## src/rtl/pipe_pkg.sv

```systemverilog
// pipe_pkg: shared types and constants for the pipeline-stage skid register.
//   stage_state_e : occupancy of the stage, encoded as {main_valid, skid_valid}
//   DEF_*         : default widths used by the interface and the top
//   CTRL_*        : bit positions inside the control vector
package pipe_pkg;

    typedef enum logic [1:0] {
        EMPTY = 2'b00,
        ONE   = 2'b10,
        FULL  = 2'b11
    } stage_state_e;

    localparam int DEF_DATA_W   = 32;
    localparam int DEF_NUM_DATA = 4;
    localparam int DEF_CTRL_W   = 8;
    localparam int DEF_CNT_W    = 16;

    localparam int CTRL_ALUSRC   = 0;
    localparam int CTRL_MEMTOREG = 1;
    localparam int CTRL_REGWRITE = 2;
    localparam int CTRL_MEMWRITE = 3;
    localparam int CTRL_MEMREAD  = 4;
    localparam int CTRL_ALUOP_LO = 5;
    localparam int CTRL_ALUOP_W  = 3;

endpackage

```

## src/rtl/pipe_stage_skid_if.sv

```systemverilog
// pipe_stage_skid_if: handshake, payload and counter signals of one pipeline stage.
//   slave  : view of the stage itself (accepts upstream beats, drives downstream)
//   master : view of the environment driving the stage
interface pipe_stage_skid_if import pipe_pkg::*; #(
    parameter int DATA_W   = DEF_DATA_W,
    parameter int NUM_DATA = DEF_NUM_DATA,
    parameter int CTRL_W   = DEF_CTRL_W,
    parameter int CNT_W    = DEF_CNT_W
) ();
    logic                       in_valid_i;
    logic                       in_ready_o;
    logic [NUM_DATA*DATA_W-1:0] in_data_i;
    logic [CTRL_W-1:0]          in_ctrl_i;
    logic                       flush_i;
    logic                       out_valid_o;
    logic                       out_ready_i;
    logic [NUM_DATA*DATA_W-1:0] out_data_o;
    logic [CTRL_W-1:0]          out_ctrl_o;
    logic [CNT_W-1:0]           stall_cnt_o;
    logic [CNT_W-1:0]           bubble_cnt_o;

    modport slave (
        input  in_valid_i, in_data_i, in_ctrl_i, flush_i, out_ready_i,
        output in_ready_o, out_valid_o, out_data_o, out_ctrl_o, stall_cnt_o, bubble_cnt_o
    );

    modport master (
        output in_valid_i, in_data_i, in_ctrl_i, flush_i, out_ready_i,
        input  in_ready_o, out_valid_o, out_data_o, out_ctrl_o, stall_cnt_o, bubble_cnt_o
    );
endinterface

```

## src/rtl/sat_counter.sv

```systemverilog
// sat_counter: up-counter that stops at all-ones instead of wrapping.
//   clk_i   : clock
//   rst_i   : async active-low reset, clears the count
//   inc_i   : count this cycle
//   count_o : current count
module sat_counter #(
    parameter int CNT_W = 16
) (
    input  logic             clk_i,
    input  logic             rst_i,
    input  logic             inc_i,
    output logic [CNT_W-1:0] count_o
);
    logic [CNT_W-1:0] r_count;

    always_ff @(posedge clk_i or negedge rst_i) begin
        if (!rst_i) begin
            r_count <= '0;
        end else if (inc_i && (r_count != '1)) begin
            r_count <= r_count + CNT_W'(1);
        end
    end

    assign count_o = r_count;
endmodule

```

## src/rtl/pipe_stage_skid.sv

```systemverilog
// pipe_stage_skid: valid/ready pipeline register with a 2-entry skid buffer,
// synchronous flush, bubble control-zeroing and saturating stall/bubble counters.
//   clk_i : clock
//   rst_i : async active-low reset
//   bus   : slave modport of pipe_stage_skid_if (handshakes, payload, ctrl, counters)
//
// state | meaning
// EMPTY | no beat held, output is a bubble
// ONE   | main entry holds the beat on the output
// FULL  | main on output, skid holds the next beat; upstream is stalled
module pipe_stage_skid import pipe_pkg::*; #(
    parameter int DATA_W   = DEF_DATA_W,
    parameter int NUM_DATA = DEF_NUM_DATA,
    parameter int CTRL_W   = DEF_CTRL_W,
    parameter int CNT_W    = DEF_CNT_W
) (
    input  logic              clk_i,
    input  logic              rst_i,
    pipe_stage_skid_if.slave  bus
);
    localparam int PAY_W = NUM_DATA * DATA_W;

    stage_state_e      r_state;
    stage_state_e      w_state_nxt;
    logic [PAY_W-1:0]  r_main_data;
    logic [CTRL_W-1:0] r_main_ctrl;
    logic [PAY_W-1:0]  r_skid_data;
    logic [CTRL_W-1:0] r_skid_ctrl;

    logic w_main_valid;
    logic w_skid_valid;
    logic w_in_xfer;
    logic w_out_xfer;
    logic w_load_main_in;
    logic w_load_main_skid;
    logic w_load_skid;

    // State encoding is {main_valid, skid_valid}
    assign w_main_valid = r_state[1];
    assign w_skid_valid = r_state[0];
    assign w_in_xfer    = bus.in_valid_i & ~w_skid_valid;
    assign w_out_xfer   = w_main_valid & bus.out_ready_i;

    always_ff @(posedge clk_i or negedge rst_i) begin
        if (!rst_i) begin
            r_state <= EMPTY;
        end else begin
            r_state <= w_state_nxt;
        end
    end

    always_comb begin
        w_state_nxt      = r_state;
        w_load_main_in   = 1'b0;
        w_load_main_skid = 1'b0;
        w_load_skid      = 1'b0;
        case (r_state)
            EMPTY: begin
                if (w_in_xfer) begin
                    w_state_nxt    = ONE;
                    w_load_main_in = 1'b1;
                end
            end
            ONE: begin
                if (w_in_xfer && w_out_xfer) begin
                    w_load_main_in = 1'b1;
                end else if (w_in_xfer) begin
                    w_state_nxt = FULL;
                    w_load_skid = 1'b1;
                end else if (w_out_xfer) begin
                    w_state_nxt = EMPTY;
                end
            end
            FULL: begin
                if (w_out_xfer) begin
                    w_state_nxt      = ONE;
                    w_load_main_skid = 1'b1;
                end
            end
            default: w_state_nxt = EMPTY;
        endcase
        // Flush wins: everything held is dropped and the incoming beat is not captured
        if (bus.flush_i) begin
            w_state_nxt      = EMPTY;
            w_load_main_in   = 1'b0;
            w_load_main_skid = 1'b0;
            w_load_skid      = 1'b0;
        end
    end

    always_ff @(posedge clk_i or negedge rst_i) begin
        if (!rst_i) begin
            r_main_data <= '0;
            r_main_ctrl <= '0;
            r_skid_data <= '0;
            r_skid_ctrl <= '0;
        end else begin
            if (w_load_main_in) begin
                r_main_data <= bus.in_data_i;
                r_main_ctrl <= bus.in_ctrl_i;
            end else if (w_load_main_skid) begin
                r_main_data <= r_skid_data;
                r_main_ctrl <= r_skid_ctrl;
            end
            if (w_load_skid) begin
                r_skid_data <= bus.in_data_i;
                r_skid_ctrl <= bus.in_ctrl_i;
            end
        end
    end

    // Ready depends only on registered state so upstream never sees a comb path
    assign bus.in_ready_o  = ~w_skid_valid;
    assign bus.out_valid_o = w_main_valid;
    assign bus.out_data_o  = r_main_data;
    assign bus.out_ctrl_o  = r_main_ctrl & {CTRL_W{w_main_valid}};

    sat_counter #(.CNT_W(CNT_W)) u_stall_cnt (
        .clk_i   (clk_i),
        .rst_i   (rst_i),
        .inc_i   (w_main_valid & ~bus.out_ready_i),
        .count_o (bus.stall_cnt_o)
    );

    sat_counter #(.CNT_W(CNT_W)) u_bubble_cnt (
        .clk_i   (clk_i),
        .rst_i   (rst_i),
        .inc_i   (~w_main_valid),
        .count_o (bus.bubble_cnt_o)
    );
endmodule

```

## src/flat_wrapper.sv

```systemverilog
// flat-port wrapper written by rule: the top's interface ports become plain ports
module pipe_stage_skid_flat import pipe_pkg::*;
#(
    parameter int DATA_W   = DEF_DATA_W,
    parameter int NUM_DATA = DEF_NUM_DATA,
    parameter int CTRL_W   = DEF_CTRL_W,
    parameter int CNT_W    = DEF_CNT_W
)
  (clk_i, rst_i, bus_in_valid_i, bus_in_data_i, bus_in_ctrl_i, bus_flush_i, bus_out_ready_i, bus_in_ready_o, bus_out_valid_o, bus_out_data_o, bus_out_ctrl_o, bus_stall_cnt_o, bus_bubble_cnt_o);
  pipe_stage_skid_if #(.DATA_W(DATA_W), .NUM_DATA(NUM_DATA), .CTRL_W(CTRL_W), .CNT_W(CNT_W)) bus_i ();
  input  logic clk_i;
  input  logic rst_i;
  input wire logic [$bits(bus_i.in_valid_i)-1:0] bus_in_valid_i;
  input wire logic [$bits(bus_i.in_data_i)-1:0] bus_in_data_i;
  input wire logic [$bits(bus_i.in_ctrl_i)-1:0] bus_in_ctrl_i;
  input wire logic [$bits(bus_i.flush_i)-1:0] bus_flush_i;
  input wire logic [$bits(bus_i.out_ready_i)-1:0] bus_out_ready_i;
  output wire logic [$bits(bus_i.in_ready_o)-1:0] bus_in_ready_o;
  output wire logic [$bits(bus_i.out_valid_o)-1:0] bus_out_valid_o;
  output wire logic [$bits(bus_i.out_data_o)-1:0] bus_out_data_o;
  output wire logic [$bits(bus_i.out_ctrl_o)-1:0] bus_out_ctrl_o;
  output wire logic [$bits(bus_i.stall_cnt_o)-1:0] bus_stall_cnt_o;
  output wire logic [$bits(bus_i.bubble_cnt_o)-1:0] bus_bubble_cnt_o;
  assign bus_i.in_valid_i = bus_in_valid_i;
  assign bus_i.in_data_i = bus_in_data_i;
  assign bus_i.in_ctrl_i = bus_in_ctrl_i;
  assign bus_i.flush_i = bus_flush_i;
  assign bus_i.out_ready_i = bus_out_ready_i;
  assign bus_in_ready_o = bus_i.in_ready_o;
  assign bus_out_valid_o = bus_i.out_valid_o;
  assign bus_out_data_o = bus_i.out_data_o;
  assign bus_out_ctrl_o = bus_i.out_ctrl_o;
  assign bus_stall_cnt_o = bus_i.stall_cnt_o;
  assign bus_bubble_cnt_o = bus_i.bubble_cnt_o;
  pipe_stage_skid #(.DATA_W(DATA_W), .NUM_DATA(NUM_DATA), .CTRL_W(CTRL_W), .CNT_W(CNT_W)) u_core (.clk_i(clk_i), .rst_i(rst_i), .bus(bus_i));
endmodule
```

## config.mk

```make
export PLATFORM = sky130hd
export DESIGN_NAME = pipe_stage_skid_flat
export DESIGN_NICKNAME = d
export VERILOG_FILES = /design/src/rtl/pipe_pkg.sv /design/src/rtl/pipe_stage_skid_if.sv /design/src/rtl/sat_counter.sv /design/src/rtl/pipe_stage_skid.sv /design/src/flat_wrapper.sv
export SDC_FILE = /design/constraint.sdc
export NUM_CORES = 1
export LEC_CHECK = 0
export ABC_AREA = 1
export ABC_CLOCK_PERIOD_IN_PS = 2400
export CORE_ASPECT_RATIO = 1.25
export CORE_MARGIN = 1
export CORE_UTILIZATION = 65
export CTS_BUF_LIST = sky130_fd_sc_hd__clkbuf_8
export CTS_CLUSTER_DIAMETER = 30
export DETAILED_ROUTE_END_ITERATION = 8
export DONT_BUFFER_PORTS = 1
export GPL_TIMING_DRIVEN = 1
export PLACE_DENSITY = 0.84
export SYNTH_ARGS = -nofsm -noshare
export SYNTH_HDL_FRONTEND = slang
export SYNTH_SLANG_ARGS = --single-unit
```

## constraint.sdc

```tcl
create_clock -name clk_i -period 2.4 [get_ports clk_i]
set_input_delay 0.36 -clock clk_i [delete_from_list [all_inputs] [get_ports clk_i]]
set_output_delay 0.36 -clock clk_i [all_outputs]
set_load 0.02 [all_outputs]
```

### Word level (Yosys, flattened, before mapping)

Index checks and enable logic that the tools add are counted.

* memories kept: 0
* latch bits: 0
* bits in read-only memories: 0
* logic and storage cells: 51
* RAM bits: 0
* register bits: 306

* reductions and logical operators: 6
* bitwise gates (word level): 7
* magnitude comparators: 0
* muxes and demuxes: 21
* $add $sub $neg: 2
* multipliers: 0
* shift operators: 0
* div/mod/pow operators: 0
* equal/unequal tests: 8

Operators by type and width (count)
* two-way mux 128 bit: 2
* adder 16 x 1 -> 16 bit (second input constant): 2
* inequality test 16 bit (second input constant): 2
* two-way mux 8 bit: 2
* two-way mux 2 bit: 6
* two-way mux 1 bit: 9
* AND 8 bit: 1
* inequality test 3 x 2 -> 1 bit (second input constant): 2
* one-hot mux 2 bit (3 select lines): 1
* equality test 2 bit (second input constant): 2
* inequality test 4 x 2 -> 1 bit (second input constant): 1
* AND reduction 4 bit: 1
* AND 1 bit: 3
* logical AND 1 bit: 3
* inequality test 3 bit (second input constant): 1
* NOT 1 bit: 3
* zero test 2 bit: 1
* one-hot mux 1 bit (2 select lines): 1
* nonzero test 2 bit: 1

### Longest topological paths before layout

* depth in word-level cells: 7
* gate-level depth with buffers: 11
* depth with buffers taken out: 9

### By module

From an unflattened synthesis, not the netlist that was laid out.

* cells, all modules: 1996
* area, all modules: 15397.3 um2

Modules (own cells, without submodules)
* pipe_stage_skid: times used 1, area each 13335.3 um2, cells an instance 1702
* sat_counter: times used 2, area each 1031.0 um2, cells an instance 147

### Worst setup path after synthesis

No wires, ideal clock.

* kind: register to register
* start: register u_core.r_state[1]
* end: register u_core.r_main_data[100] (netlist: u_core.bus.out_data_o[100])
* data arrival time: 1723 ps
* library setup time: 69 ps
* period minus slack after synthesis: 1791 ps
* slack: 609 ps
* data required time: 2331 ps
* cell stages (with the launch flop): 9
* cells stage by stage: dfrtp_1 inv_1 ha_1 nand4_1 buf_2 buf_4 buf_2 nand4_1 nand3_1

* word-level cells in the longest chain between the ends: 6
* elaborated cells on any way between the ends: 13
* those cells by class: eq/ne: 2; mux: 7; bitwise: 1; reduce/logical: 3

RTL lines
* start: declaration: line pipe_stage_skid.sv:23 `stage_state_e r_state;`
* start signal: assignment: line pipe_stage_skid.sv:48 `r_state <= w_state_nxt;`
* AND 1 bit: line pipe_stage_skid.sv:42 `assign w_out_xfer = w_main_valid & bus.out_ready_i;`
* logical AND 1 bit: line pipe_stage_skid.sv:65 `if (w_in_xfer && w_out_xfer) begin`
* two-way mux 1 bit: line pipe_stage_skid.sv:65
* one-hot mux 1 bit (2 select lines): line pipe_stage_skid.sv:57 `case (r_state)`
* two-way mux 1 bit: line pipe_stage_skid.sv:83 `if (bus.flush_i) begin`
* two-way mux 128 bit / nonzero test 2 bit (equally long branches)
* end signal: assignment: line pipe_stage_skid.sv:99 `r_main_data <= bus.in_data_i;`
* end signal: assignment: line pipe_stage_skid.sv:102 `r_main_data <= r_skid_data;`
* end: declaration: line pipe_stage_skid.sv:25 `logic [PAY_W-1:0] r_main_data;`

Several ways; a longest one is shown, not always the timed one.
A chain may end at the register's enable or synchronous reset.

### Worst setup path after layout

* start: register u_core.r_state[1]
* end: register u_core.r_main_data[125] (netlist: u_core.bus.out_data_o[125])

The elaborated chain is that of the path after synthesis.

==> run summary <==
The HPWL after detailed placement is 21.6 mm. The pre-antenna-repair detailed-routing pass consisted of 5 iterations. Setup violations remaining at the end of the flow were counted as 0. The first global-routing pass estimated 65.1 mm of wire. The mapped netlist covers 13,900 um^2. The origin of the worst setup path was u_core.r_state[1]. Once layout is complete, the utilization of the core stands at 79.1%.

The tools report the number of pins with negative max-slew slack in the final report as 0. The mean area per synthesized cell is 8.27 um^2, and the number of antenna-violating nets in the routed design is 0. For the pin with the worst max-slew slack, the measured transition is 0.957 ns.

The launching point of the worst reg2reg path was u_core.r_state[1]. In this run, the number of DRC markers left after iteration 0 of detailed routing was 1,270. The required time reported for the critical path endpoint is 2.89 ns. Dividing total power by cell area gives a power density of 1200 nW/um^2.

The net count of the finished layout is 1,926. The period utilization was 93.1%; the die height was 166 um. CTS placed an instance of clkbuf_8 at the clock tree root. The die span in x is 133 um.

The worst path needs 2.23 ns of the cycle, external delays included. Entering global routing, the biggest net connects 307 pins. Pin placement for this block handled 311 I/O pins. After detailed routing, the average wire length per cell comes to 19.3 um.

After synthesis, the netlist uses 27 different library cells. The run gives 8.07 nW as the leakage power summed over all cells. The repair_antennas step left the layout with diodes totalling 0.

Routability-driven placement finished with a final weighted congestion of 0.906. After floorplanning, the core was divided into 59 placement rows. The checks that failed: hold timing.

The run gives 0 as the max-capacitance violation count. The run gives 36.5% as the overall global routing resource usage. Across all setup checks in the final design, the least slack found is 0.165 ns. In the routed layout, each cell is associated on average with a via count of 6.28. After routing, the total negative slack on setup checks comes to 0 ns. Synthesis handed over a netlist of 1,686 instances. From synthesis to final layout, the design area changed by 18.5%. The worst setup path is launched from a register.

The starting density of the core was 66.7%. At the placement stage, the worst setup path has a slack of 0.0344 ns. At the later pin of the worst-skew pair, clock insertion delay measures 0.56 ns. Setup repair after global routing left no endpoint under its margin.

TritonCTS built the clock tree. In this run the tool buffered the top-level ports with 0 buffer cells. During synthesis, Yosys emitted a total of 0 warnings. The tools report the total via count after detailed routing as 13,132.

The clock passes through at most 3 buffers. Synthesis produced a netlist with a net count of 1,833. The run gives 447 MHz as the maximum clock frequency. The clock skew after layout was 0.0352 ns. Cells with a size suffix above 1 make up 6.88% of the layout. The run finished, with violations left. In the layout the commonest cells are nand2_1 (687), dfrtp_1 (306), nand3_1 (290), nand4_1 (150), dlygate4sd3_1 (137). For the count of final hold-check violations, the log shows 306. The commonest non-fill, non-tap cell in the layout is nand2_1.

Clock tree synthesis inserted a total of 51 buffers. After clock tree synthesis, the flow added hold-fix buffers numbering 137. Measured against its own limit, the worst slew margin works out to 36.2%. For the total die area, the log shows 22,000 um^2. In this run, synthesis produced a sequential element count of 306. The share of the Yosys chip area taken by registers is 54.9%. The clock tree synthesis step divided the H-tree into 2 levels. Across the VDD grid, the largest voltage drop is 1.00 mV. The total area inside the core boundary comes to 20,900 um^2. The number of global-route vias before repair is 12,974, and the final global-route overflow total is 0.

The top fanout value on the critical path came out at 61. The worst hold slack across all endpoints was -0.476 ns. The routed wire length is 40.4 mm.

The tools report the critical path capture point type as a register. For this run, design rule violations remaining after detail routing come to 0. The min-delay analysis places its worst path in the category input pin to async pin. The tools report the number of clock sinks as 306. Number of antenna violations at the first check in global routing: 0.

After clock tree synthesis, the clock-pin slew on the worst setup and hold paths is 0.07 ns. STA puts the critical path data arrival time at 2.72 ns. The critical path start-end classification is register to register.
-- stage by stage --
stage	area, um^2	total power, mW	instances
final	16500	19.8	2091
after global routing	16500	20.8	2091
after CTS	16500	19.5	2089
after detailed placement	14000	14.4	1861
after global placement	14000	14.1	1861
after floorplan	13900	13.0	1686
-- Yosys cell counts, drive strengths merged --
| cell type | n | area (um^2) |
|---|---|---|
| xnor2 | 10 | 87.6 |
| nand4 | 150 | 938 |
| nand2 | 694 | 2630 |
| o21ai | 19 | 106 |
| nor2b | 1 | 6.26 |
| nor2 | 42 | 191 |
| inv | 38 | 143 |
| clkbuf | 38 | 143 |
| buf | 86 | 473 |
| ha | 6 | 75.1 |
| nor3 | 1 | 5.00 |
| nand3 | 290 | 1450 |
| dfrtp | 306 | 7660 |
| xor2 | 3 | 26.3 |
| nor3b | 1 | 7.51 |
| a21oi | 1 | 5.00 |
-- flip-flops by register name (all words and copies together) (netlist names) --
register	count
u_core.r_main_ctrl	8
u_core.r_skid_data	128
u_core.u_bubble_cnt.count_o	16
u_core.bus.out_data_o	128
u_core.r_state	2
u_core.r_skid_ctrl	8
u_core.u_stall_cnt.count_o	16
-- path summary, 6_finish.rpt --
kind / slack (ns) / cells after the start / to
worst max-delay path: 0.17 / 10 / u_core.bus.out_data_o[125]
worst max register to register: 0.17 / 10 / u_core.bus.out_data_o[125]
worst min register to register: 0.47 / 2 / u_core.r_skid_data[51]
min in group clk_i: 0.11 / 3 / u_core.u_stall_cnt.count_o[12]
max in group asynchronous: 2.10 / 0 / u_core.u_stall_cnt.count_o[10]
worst min-delay path: -0.48 / 0 / u_core.u_stall_cnt.count_o[9]
-- what timing repair did --
action                     in CTS  in global routing
cloned                          0                  1
hold endpoints to repair      579                306
pin swaps                       0                  2
gates resized for setup         1                  3
setup buffers                   0                  1
setup endpoints to repair       1                 92
-- critical path, stage by stage, from the launching register on --
cell and delay, ns:
dfrtp_1 0.43, buf_4 0.27, inv_1 0.14, ha_1 0.24
nand4_1 0.10, buf_4 0.17, nand2_4 0.11, nor2_8 0.15
buf_12 0.29, nand2_1 0.15, nand3_1 0.10
-- kinds of logic after synthesis --
family	share of synthesized area, %
flip-flops	54.9
adder cells (fa/ha/maj)	0.538
XOR/XNOR	0.817
buffers and inverters	5.44
AND/OR/NAND/NOR	37.5
AO/OA/AOI/OAI	0.799
-- power by group --
group / switching, mW / total [mW] / internal [mW]
logic: 2.83 / 4.36 / 1.53
registers: 3.10 / 10.5 / 7.37
clock network: 2.13 / 4.98 / 2.84
-- layer usage --
| metal | part of all wire, % | vias to the layer above | global-route usage [%] |
|---|---|---|---|
| met3 | 11 | 152 | 10.3 |
| met2 | 48 | 896 | 57.5 |
| met1 | 36 | 6307 | 46.2 |
| li1 | - | 5777 | - |
| met5 | 0 | - | 0 |
| met4 | 4.4 | 0 | 18.4 |
-- area by class of cell --
class,count,area [um^2]
clock buffers,64,881
clock inverters,27,236
fillers,1261,4380
inverters,38,143
multi-input cells,1219,5550
flip-flops and latches,306,7660
well taps,274,343
repair buffers,163,1710
(Power assumes the default switching activity.)
